### src/rtl/sync_fifo_pkg.sv
// Shared constants and helpers for the programmable-threshold synchronous FIFO.
// Read-mode encodings and the occupancy-counter width function live here.
package sync_fifo_pkg;

  localparam int FIFO_MODE_STD  = 0;
  localparam int FIFO_MODE_FWFT = 1;

  // Counter must represent 0..DEPTH inclusive, hence one bit beyond the address width.
  function automatic int clog2p1(input int depth);
    return $clog2(depth) + 1;
  endfunction

endpackage

### src/rtl/fifo_mem_dp.sv
// DEPTH x WIDTH storage array: one synchronous write port, one asynchronous read port.
// Contents are deliberately left unreset.
module fifo_mem_dp #(
  parameter int DEPTH = 8,
  parameter int WIDTH = 32,
  parameter int AW    = $clog2(DEPTH)
) (
  input  logic             clk,
  input  logic             we,
  input  logic [AW-1:0]    waddr,
  input  logic [WIDTH-1:0] wdata,
  input  logic [AW-1:0]    raddr,
  output logic [WIDTH-1:0] rdata
);

  logic [WIDTH-1:0] mem_q [DEPTH];

  always_ff @(posedge clk) begin
    if (we) begin
      mem_q[waddr] <= wdata;
    end
  end

  assign rdata = mem_q[raddr];

endmodule

### src/rtl/sync_fifo_prog.sv
// Synchronous FIFO with live-programmable almost-full/almost-empty thresholds,
// sticky overflow/underflow flags and an optional first-word-fall-through read mode.
module sync_fifo_prog
  import sync_fifo_pkg::*;
#(
  parameter int DEPTH = 8,
  parameter int WIDTH = 32,
  parameter int FWFT  = FIFO_MODE_STD,
  parameter int CW    = clog2p1(DEPTH)
) (
  input  logic             clk,
  input  logic             reset_n,
  input  logic             clear,
  input  logic             write,
  input  logic             read,
  input  logic [WIDTH-1:0] data_in,
  input  logic [CW-1:0]    af_thresh,
  input  logic [CW-1:0]    ae_thresh,
  output logic [WIDTH-1:0] data_out,
  output logic             full,
  output logic             empty,
  output logic             almost_full,
  output logic             almost_empty,
  output logic             overflow,
  output logic             underflow,
  output logic [CW-1:0]    cnt
);

  localparam int AW = CW - 1;
  localparam logic [CW-1:0] DEPTH_C = CW'(DEPTH);

  if ((DEPTH < 2) || ((DEPTH & (DEPTH - 1)) != 0)) begin : g_bad_depth
    $error("sync_fifo_prog: DEPTH must be a power of 2 and at least 2");
  end
  if ((FWFT != FIFO_MODE_STD) && (FWFT != FIFO_MODE_FWFT)) begin : g_bad_fwft
    $error("sync_fifo_prog: FWFT must be 0 or 1");
  end
  if (CW != clog2p1(DEPTH)) begin : g_bad_cw
    $error("sync_fifo_prog: CW is derived from DEPTH and must not be overridden");
  end

  logic [AW-1:0]    wr_ptr_q, wr_ptr_d;
  logic [AW-1:0]    rd_ptr_q, rd_ptr_d;
  logic [CW-1:0]    cnt_q, cnt_d;
  logic [WIDTH-1:0] data_out_q, data_out_d;
  logic             overflow_q, overflow_d;
  logic             underflow_q, underflow_d;

  logic             empty_w, full_w;
  logic             rd_ok, wr_ok;
  logic             mem_we;
  logic [WIDTH-1:0] mem_rdata;

  assign empty_w = (cnt_q == '0);
  assign full_w  = (cnt_q == DEPTH_C);

  // A write into a full FIFO is still accepted when a read frees the slot in the same cycle.
  assign rd_ok = read && !empty_w;
  assign wr_ok = write && (!full_w || rd_ok);

  always_comb begin
    wr_ptr_d    = wr_ptr_q;
    rd_ptr_d    = rd_ptr_q;
    cnt_d       = cnt_q;
    data_out_d  = data_out_q;
    overflow_d  = overflow_q;
    underflow_d = underflow_q;
    mem_we      = 1'b0;

    if (clear) begin
      wr_ptr_d    = '0;
      rd_ptr_d    = '0;
      cnt_d       = '0;
      data_out_d  = '0;
      overflow_d  = 1'b0;
      underflow_d = 1'b0;
    end else begin
      if (wr_ok) begin
        mem_we   = 1'b1;
        wr_ptr_d = wr_ptr_q + AW'(1);
      end
      if (rd_ok) begin
        rd_ptr_d = rd_ptr_q + AW'(1);
        if (FWFT == FIFO_MODE_STD) begin
          data_out_d = mem_rdata;
        end
      end
      case ({wr_ok, rd_ok})
        2'b10:   cnt_d = cnt_q + CW'(1);
        2'b01:   cnt_d = cnt_q - CW'(1);
        default: cnt_d = cnt_q;
      endcase
      if (write && !wr_ok) begin
        overflow_d = 1'b1;
      end
      if (read && !rd_ok) begin
        underflow_d = 1'b1;
      end
    end
  end

  always_ff @(posedge clk or negedge reset_n) begin
    if (!reset_n) begin
      wr_ptr_q    <= '0;
      rd_ptr_q    <= '0;
      cnt_q       <= '0;
      data_out_q  <= '0;
      overflow_q  <= 1'b0;
      underflow_q <= 1'b0;
    end else begin
      wr_ptr_q    <= wr_ptr_d;
      rd_ptr_q    <= rd_ptr_d;
      cnt_q       <= cnt_d;
      data_out_q  <= data_out_d;
      overflow_q  <= overflow_d;
      underflow_q <= underflow_d;
    end
  end

  fifo_mem_dp #(
    .DEPTH (DEPTH),
    .WIDTH (WIDTH),
    .AW    (AW)
  ) u_mem (
    .clk   (clk),
    .we    (mem_we),
    .waddr (wr_ptr_q),
    .wdata (data_in),
    .raddr (rd_ptr_q),
    .rdata (mem_rdata)
  );

  // In FWFT mode the head word is shown directly; an empty FIFO presents zero.
  assign data_out = (FWFT == FIFO_MODE_FWFT) ? (empty_w ? '0 : mem_rdata) : data_out_q;

  assign full         = full_w;
  assign empty        = empty_w;
  assign almost_full  = (cnt_q >= af_thresh);
  assign almost_empty = (cnt_q <= ae_thresh);
  assign overflow     = overflow_q;
  assign underflow    = underflow_q;
  assign cnt          = cnt_q;

endmodule

### config.mk
export PLATFORM = sky130hd
export DESIGN_NAME = sync_fifo_prog
export DESIGN_NICKNAME = d
export VERILOG_FILES = /design/src/rtl/sync_fifo_pkg.sv /design/src/rtl/fifo_mem_dp.sv /design/src/rtl/sync_fifo_prog.sv
export SDC_FILE = /design/constraint.sdc
export NUM_CORES = 1
export LEC_CHECK = 0
export BUFFER_PORTS_ARGS = -buffer_cell sky130_fd_sc_hd__buf_4
export CAP_MARGIN = 25
export CORE_MARGIN = 3
export CORE_UTILIZATION = 60
export DETAILED_ROUTE_END_ITERATION = 8
export PLACE_DENSITY = 0.79
export RECOVER_POWER = 100
export SETUP_SLACK_MARGIN = 0.4
export SLEW_MARGIN = 0
export SYNTH_ARGS = -nofsm -noshare
export SYNTH_HDL_FRONTEND = slang
export SYNTH_SLANG_ARGS = --single-unit
### constraint.sdc
create_clock -name clk -period 12.67 [get_ports clk]
set_input_delay 0.6335 -clock clk [delete_from_list [all_inputs] [get_ports clk]]
set_output_delay 0.6335 -clock clk [all_outputs]
set_load 0.005 [all_outputs]
=== Word level (Yosys, flattened, before mapping) ===
Memory sizes are Yosys's and may differ from the RTL's.
Index checks and enable logic that the tools add are counted.

* Mux-type cells: 16
* Magnitude comparators: 2
* Equal/unequal tests: 3
* Add/sub/neg operators: 4
* Reductions and logical operators: 15

{| class="wikitable"
|+ Operators with widths
! kind !! number
|-
| $mux 32 || 2
|-
| $mux 3 || 4
|-
| $mux 1 || 8
|-
| $pmux 4 s2 || 1
|-
| $reduce_bool 2->1 || 4
|-
| $add 3x1->3 const B || 2
|-
| $add 4x1->4 const B || 1
|-
| $eq 4x4->1 const B || 1
|-
| $ge 4x4->1 || 1
|-
| $le 4x4->1 || 1
|-
| $logic_and 1x1->1 || 4
|-
| $logic_not 1->1 || 4
|-
| $logic_not 4->1 || 1
|-
| $mux 4 || 1
|-
| $sub 4x1->4 const B || 1
|-
| $reduce_bool 3->1 || 1
|-
| $eq 2x1->1 const B || 1
|-
| $eq 2x2->1 const B || 1
|-
| $logic_or 1x1->1 || 1
|}

* Bits of input ports: 45
* Memories kept: 1
* RAM bits: 256
* Logic and storage cells: 47
* Output and inout port bits: 42
* Flip-flop bits (word level): 44

{| class="wikitable"
|+ Memories
! name !! words !! width !! rd ports !! clocked after memory_dff !! wr ports !! RTL line !! source
|-
| u_mem.mem_q || 8 || 32 || 1 || 0 || 1 || fifo_mem_dp.sv:16 || <nowiki>logic [WIDTH-1:0] mem_q [DEPTH];</nowiki>
|}

=== Logic depth before layout (Yosys ltp) ===
Gate-level depths: netlist of the first run.

* Depth after elaboration: 9
* Mapped depth: 9
* Depth with buffers taken out: 8

=== By module ===
A second synthesis of the first run with hierarchy kept.

* Cells, all modules: 555
* Area, all modules: 11913.9 um2

{| class="wikitable"
|+ Modules (own cells, without submodules)
! module !! sequential area each (um2) !! times used !! area each (um2) !! cells an instance
|-
| fifo_mem_dp || 7687.4 || 1 || 9825.7 || 383
|-
| sync_fifo_prog || 1101.1 || 1 || 2088.3 || 172
|}

=== Least setup slack after synthesis of the first run ===
No wires, ideal clock.

* Kind: input-to-reg
* Start point: input port read
* End point: memory u_mem.mem_q[6][0], enable pin
* Required time: 12169 ps
* Buffers on the path: 1
* Arrival: 4323 ps
* Path slack: 7845 ps
* Cell stages on the path: 5
* Library setup time: 501 ps
* Cell sequence: buf_2 -> inv_1 -> a31oi_1 -> nand2_1 -> nor4_1

* Word-level cells in the longest chain between the ends: 7

{| class="wikitable"
|+ RTL lines
! item !! RTL line !! source
|-
| from (decl) || sync_fifo_prog.sv:15 || <nowiki>input logic read,</nowiki>
|-
| $logic_and 1x1->1 || sync_fifo_prog.sv:58 || <nowiki>assign rd_ok = read && !empty_w;</nowiki>
|-
| $logic_or 1x1->1 || sync_fifo_prog.sv:59 || <nowiki>assign wr_ok = write && (!full_w || rd_ok);</nowiki>
|-
| $logic_and 1x1->1 || sync_fifo_prog.sv:59 ||
|-
| $mux 1 || sync_fifo_prog.sv:78 || <nowiki>if (wr_ok) begin</nowiki>
|-
| $mux 1 || sync_fifo_prog.sv:70 || <nowiki>if (clear) begin</nowiki>
|-
| $mux 1 || fifo_mem_dp.sv:19 || <nowiki>if (we) begin</nowiki>
|-
| $mux 1 (implied by the code) || fifo_mem_dp.sv:20 || <nowiki>mem_q[waddr] <= wdata;</nowiki>
|-
| to (decl) || fifo_mem_dp.sv:16 ||
|}

No other way between the ends.

=== Worst setup path in the final report of the first run ===
* Start point: register cnt_q[1] (netlist: cnt[1])
* End point: register data_out_q[4] (netlist: data_out[4])

* Word-level cells in the longest chain between the ends: 4

{| class="wikitable"
|+ RTL lines
! item !! RTL line !! source
|-
| from (decl) || sync_fifo_prog.sv:44 || <nowiki>logic [CW-1:0] cnt_q, cnt_d;</nowiki>
|-
| from (signal assigned) || sync_fifo_prog.sv:113 || <nowiki>cnt_q <= cnt_d;</nowiki>
|-
| $logic_not 4->1 || sync_fifo_prog.sv:54 || <nowiki>assign empty_w = (cnt_q == '0);</nowiki>
|-
| $logic_not 1->1 || sync_fifo_prog.sv:58 ||
|-
| $logic_and 1x1->1 || sync_fifo_prog.sv:58 ||
|-
| $reduce_bool 2->1 (no source line) || -- ||
|-
| to (signal assigned) || sync_fifo_prog.sv:114 || <nowiki>data_out_q <= data_out_d;</nowiki>
|-
| to (decl) || sync_fifo_prog.sv:45 || <nowiki>logic [WIDTH-1:0] data_out_q, data_out_d;</nowiki>
|}

No other way between the ends.
A chain may end at the register's enable or synchronous reset.

==> summary.txt, run 1 <==
Floorplanning
  • FP Rows: 50
  • Die H: 146 um
  • Die width: 146 um
  • I/O pin count: 87
  • Die ar.: 21300 um^2
  • Core area: 19000 um^2
  • Initial Utilization: 0.619

Clock network
  • Number of clock sinks: 300
  • TritonCTS Buffers: 28
  • CTS tree: yes
  • Setup bufs post-CTS: 0
  • Root cell of the clock tree: clkbuf_16
  • CTS clk-pin slew, worst paths: 0.06 ns
  • CTS-repair resized insts: 0
  • Clock Latency Late Sink: 0.55 ns
  • Clk buf depth: 3
  • Hold_buf cts: 0
  • H-tree levels: 1

Setup path
  • WP buf/inv: 0
  • CP Max Fanout: 37
  • Required time worst endpoint: 13.07 ns
  • Crit. End Element: flip-flop
  • Worst Setup SP: cnt[1]$_DFFE_PN0P_
  • Arr. time, crit path: 4.89 ns
  • Max incr delay on CP: 1.56 ns
  • Largest delay share family, worst path: compound AO/OA/AOI/OAI gates
  • Reg-to-reg endpoint: data_out[4]$_DFFE_PN0P_
  • Depth of the most critical reg-to-reg path: 4
  • Number of cells on the critical path: 4
  • Critical Path End: data_out[4]$_DFFE_PN0P_
  • R2R setup slack: 8.18 ns
  • CP Class: flip-flop to flip-flop
  • Worst r2r src: cnt[1]$_DFFE_PN0P_
  • Cells along the critical path: o41a_1, nand2_1, o22ai_1, nor3_2
  • Slowest CP cell: o41a_1
  • Crit start category: flip-flop

Route
  • Number of vias per cell: 6.19
  • Total number of vias: 6019
  • Post-route ant nets: 0
  • WL final: 24100 um
  • First DRT Iteration DRCs: 448
  • Per-cell routed wire length: 24.7 um
  • DRC viols: 0
  • Drt pass-1 iters: 5

Yosys
  • Synthesized flop and latch total: 300
  • Number of flops mapped to enable cells by yosys: 256
  • Avg Cell Area, Syn: 19.8 um^2
  • Synth Instances: 591
  • Count leader, synth: edfxtp_1
  • Post-Synthesis Cell Area: 11700 um^2
  • Syn nets: 649
  • Register area share after synthesis: 0.749
  • Biggest area consumer among synthesized cells: edfxtp_1
  • Top-area cell type share of the netlist area: 0.655
  • Synth unique cells: 38
  • Prevailing post-synth register cell: edfxtp_1
  • Synth Warn #: 0
  • Ys async rst share: 0.147
  • Top post-synthesis cells by area: edfxtp_1 (66%), mux4_2 (12%), dfrtp_1 (9.4%), nor3_2 (2.6%), o22ai_1 (1.7%)
  • Top cells by count, synth: edfxtp_1 (256), mux4_2 (64), dfrtp_1 (44), nor2_1 (44), o22ai_1 (32)

Timing
  • Least-Margin Pin Slew: 2.73 ns
  • Final min period: 4.49 ns
  • Final critical-path share of the clock period: 0.355
  • Clk_skew: 0.0266 ns
  • Hold slack: 0.437 ns
  • Final Max Slew Viols: 241
  • Sum Neg Setup Slack: 0 ns
  • RSZ-0062 raised after global routing: no
  • Final setup margin: 8.18 ns
  • Slew margin rel.: -0.819
  • Final setup fails: 0
  • Fin. Hold Viols: 0
  • Fmax: 223 MHz

Placement
  • Place WS: 9.39 ns
  • Gp weighted congestion: 0.803
  • Detail Placement HPWL: 12800 um
  • Number of port buffers: 86
  • Placed cells: 918

Finish
  • Layout cells sized above 1: 0.265
  • Diodes inserted: 0
  • P&R area growth vs syn: 14.0%
  • Post-route insts no fill: 972
  • Nets: 748

Outcome
  • Status: finished, violations left
  • Failing checks: capacitance limit, slew limit

Power
  • Worst vdd ir: 0.000123 V
  • Leak: 4.51 nW
  • PD cells: 196 nW/um^2
  • Design Power: 2.62 mW

Min path
  • Hold Path Class: input pin to flip-flop

Global route
  • Initial antenna violation count: 0
  • Gr usage total: 0.229
  • Pin count of the biggest net entering global routing: 49
  • GR Overflow Total: 0
  • Vias in the first global route: 6439
  • First-pass GRT wire length: 37400 um

Flow run
  • Max-Cap Viols: 9
## final cells by class
cell class / count / area (um^2)
clock buffer: 35 / 757
clock inverter: 17 / 199
fill: 1158 / 5580
inverter: 11 / 41.3
multi-input combinational: 247 / 2650
sequential: 300 / 8790
tap: 260 / 325
timing repair buffer: 102 / 606
## layout by cell type (no fill, tap or decap), types with 4 or more instances in the layout
master     instances
clkbuf_4          39
nor3_1            13
edfxtp_1         256
dfrtp_1           42
nor2_1            44
clkinv_1           4
ha_1              12
nor3_2            24
nand2_1            9
a21oi_1            5
nor4_1             4
mux4_2            64
buf_4             14
a21o_1             4
o21ai_0            6
xnor2_1            5
clkinv_2           5
bufinv_16          4
clkbuf_16         28
inv_1             11
o22ai_1           32
clkbuf_1          52
## through the flow
stage          cell area, um^2   util
5_1_grt                  13400  0.706
3_5_place_dp             12700  0.669
6_report                 13400  0.706
2_1_floorplan            11700      -
4_1_cts                  13600  0.719
3_3_place_gp             12600  0.667
## flip-flops by register name, indices dropped and copies added (netlist names)
signal / flops
underflow: 1
u_mem.mem_q: 256
cnt: 4
rd_ptr_q: 3
wr_ptr_q: 3
data_out: 32
overflow: 1
## power by group
part           internal, mW  switching (mW)
clock                 0.505           0.344
combinational         0.284           0.281
sequential             1.14          0.0704
## metal layers
metal / global-route usage / vias up / share of wire
met3: 0.0364 / 35 / 0.070
li1: - / 2592 / -
met2: 0.385 / 261 / 0.52
met5: 0 / - / 0
met4: 0.0684 / 0 / 0.016
met1: 0.317 / 3131 / 0.39
## worst min path at each step
stage / start / to / depth (start not counted)
2_1_floorplan: reset_n / cnt[0]$_DFFE_PN0P_ / 0
3_3_place_gp: underflow$_DFFE_PN0P_ / underflow$_DFFE_PN0P_ / 2
3_5_place_dp: underflow$_DFFE_PN0P_ / underflow$_DFFE_PN0P_ / 2
4_1_cts: reset_n / data_out[4]$_DFFE_PN0P_ / 1
5_1_grt: data_in[7] / u_mem.mem_q[4][7]$_DFFE_PP_ / 1
6_report: data_in[7] / u_mem.mem_q[5][7]$_DFFE_PP_ / 1
## logic make-up after synthesis
logic type / share of synthesized area
buffers and inverters: 0.0204
XOR/XNOR: 0.00448
adder cells (fa/ha/maj): 0.0145
AND/OR/NAND/NOR: 0.0557
AO/OA/AOI/OAI: 0.0326
multiplexers: 0.123
flip-flops: 0.749
(Power assumes the default switching activity.)
==> run 2, diff against run 1 <==
--- a/config.mk
+++ b/config.mk
@@ -8,9 +8,9 @@
 export BUFFER_PORTS_ARGS = -buffer_cell sky130_fd_sc_hd__buf_4
 export CAP_MARGIN = 25
 export CORE_MARGIN = 3
-export CORE_UTILIZATION = 60
+export CORE_UTILIZATION = 54
 export DETAILED_ROUTE_END_ITERATION = 8
-export PLACE_DENSITY = 0.79
+export PLACE_DENSITY = 0.75
 export RECOVER_POWER = 100
 export SETUP_SLACK_MARGIN = 0.4
 export SLEW_MARGIN = 0
==> constraint.sdc (replaced) <==
create_clock -name clk -period 3.7 [get_ports clk]
set_input_delay 0.185 -clock clk [delete_from_list [all_inputs] [get_ports clk]]
set_output_delay 0.185 -clock clk [all_outputs]
set_load 0.005 [all_outputs]
==> run 2 against run 1 <==
  * The run now ends clean
  * Sequential cell count stayed put
  * Clock skew shrank 0.011 ns
  * Clock-buffer cell count down 1
  * Critical path type unchanged
  * Largest cell class unchanged
  * Largest power group unchanged
==> summary.txt, run 2 (synthesized netlist as in run 1, its figures left out) <==
Power
  • PD cells: 648 nW/um^2
  • Worst vdd ir: 0.000319 V
  • Leak: 4.69 nW
  • Design Power: 8.93 mW

Finish
  • Nets: 781
  • P&R area growth vs syn: 17.4%
  • Commonest non-fill, non-tap cells in the layout: edfxtp_1 (256), mux4_2 (64), nor2_1 (43)
  • Post-route insts no fill: 1022
  • Fin area: 13800 um^2
  • Layout cells sized above 1: 0.275
  • Most flops, register: u_mem.mem_q
  • Final core utilization: 0.651
  • Max reg flops: 256
  • Commonest non-fill, non-tap cell in the layout: edfxtp_1

Global route
  • Pin count of the biggest net entering global routing: 49
  • First-pass GRT wire length: 37400 um
  • Initial antenna violation count: 1
  • GR Overflow Total: 0
  • Vias in the first global route: 6460
  • Gr usage total: 0.204

Floorplanning
  • FP Rows: 53
  • Die H: 153 um
  • Initial Utilization: 0.554
  • Core area: 21200 um^2
  • Die width: 153 um
  • Die ar.: 23500 um^2
  • I/O pin count: 87

Clock network
  • Clk buf depth: 3
  • Number of clock sinks: 300
  • H-tree levels: 1
  • CTS-repair resized insts: 0
  • CTS tree: yes
  • Root cell of the clock tree: clkbuf_16
  • CTS clk-pin slew, worst paths: 0.06 ns
  • TritonCTS Buffers: 29
  • Setup bufs post-CTS: 0
  • Hold_buf cts: 35
  • Clock Latency Late Sink: 0.55 ns

Placement
  • Detail Placement HPWL: 12900 um
  • Gp weighted congestion: 0.826
  • Placed cells: 932
  • Post-Place Cell Area: 12700 um^2
  • Number of port buffers: 86

Setup path
  • Crit. End Element: flip-flop
  • CP Class: flip-flop to flip-flop
  • Arr. time, crit path: 2.95 ns
  • Max incr delay on CP: 0.65 ns
  • Cells along the critical path: or4b_1, o21ai_0, nor3_2, clkbuf_2
  • Required time worst endpoint: 3.75 ns
  • CP Max Fanout: 32
  • Crit start category: flip-flop
  • Slowest CP cell: clkbuf_2

Timing
  • Sum Neg Setup Slack: 0 ns
  • RSZ-0062 raised after global routing: no
  • Fin. Hold Viols: 0
  • Final Max Slew Viols: 0
  • Final setup fails: 0
  • Fmax: 345 MHz
  • Least-Margin Pin Slew: 1.13 ns
  • Final critical-path share of the clock period: 0.784
  • Slew margin rel.: 0.244
  • Clk_skew: 0.0159 ns
  • Final min period: 2.90 ns

Route
  • Per-cell routed wire length: 23.2 um
  • WL final: 23700 um
  • Post-route ant nets: 0
  • Number of vias per cell: 5.91
  • Total number of vias: 6039
  • First DRT Iteration DRCs: 476
  • DRC viols: 0
  • Drt pass-1 iters: 5

Outcome
  • Status: completed

Flow run
  • Max-Cap Viols: 0

Min path
  • Hold Path Class: input pin to flip-flop
[run 2: cell count changes in the layout (fill, tap and decap cells not counted), sizes merged]
cell         previous run  this run
bufinv                  4         3
inv                    11        12
clkinv                 10        13
dlygate4sd3             0        35
clkbuf                122       116
diode                   0         1
buf                    15        17
[run 2: path summary, 6_finish.rpt]
| kind | endpoint | slack, ns | start | cells past startpoint |
|---|---|---|---|---|
| worst max-delay path | u_mem.mem_q[0][5]$_DFFE_PP_ | 0.80 | cnt[1]$_DFFE_PN0P_ | 4 |
| worst min-delay path | overflow$_DFFE_PN0P_ | 0.21 | clear | 2 |
| worst max register to register | u_mem.mem_q[0][5]$_DFFE_PP_ | 0.80 | cnt[1]$_DFFE_PN0P_ | 4 |
| worst min register to register | overflow$_DFFE_PN0P_ | 0.50 | overflow$_DFFE_PN0P_ | 2 |
| max in group asynchronous | rd_ptr_q[0]$_DFFE_PN0P_ | 2.96 | reset_n | 2 |
| min in group asynchronous | cnt[2]$_DFFE_PN0P_ | 0.23 | reset_n | 2 |
[run 2: report_power, final]
group	switching (mW)	total [mW]	internal [mW]
Combinational	0.908	1.88	0.976
Sequential	0.281	4.18	3.90
Clock	1.20	2.86	1.67
[run 2: worst max-delay path: cells and delay by family, from the launching register on]
family | cells | cell delay, ns
buffers and inverters | 1 | 0.65
AOI/OAI and AO/OA | 1 | 0.53
DFF | 1 | 0.51
and+or+nand+nor | 2 | 0.72
[run 2: final cells by class]
| class | count | area, um^2 |
|---|---|---|
| antenna | 1 | 2.50 |
| clock buffer | 34 | 754 |
| clock inverter | 20 | 179 |
| fill | 1425 | 7380 |
| inverter | 11 | 41.3 |
| multi-input combinational | 247 | 2710 |
| sequential | 300 | 8790 |
| tap | 275 | 344 |
| timing repair buffer | 134 | 947 |
[run 2: stage by stage]
step                worst slack [ns]  hold slack (ns)
finish                         0.800            0.206
global route                   0.620            0.217
CTS                            0.951            0.214
detailed placement             0.978            0.259
global placement                1.11            0.248
floorplan                    -0.0741           -0.111
[run 2: per-layer routing]
layer  up-vias  wire length (um)  global-route usage
li1       2660                 -                   -
met1      3150              9390               0.268
met2       205             12600               0.362
met3        24              1340              0.0337
met4         0               333              0.0509
met5         -                 0                   0
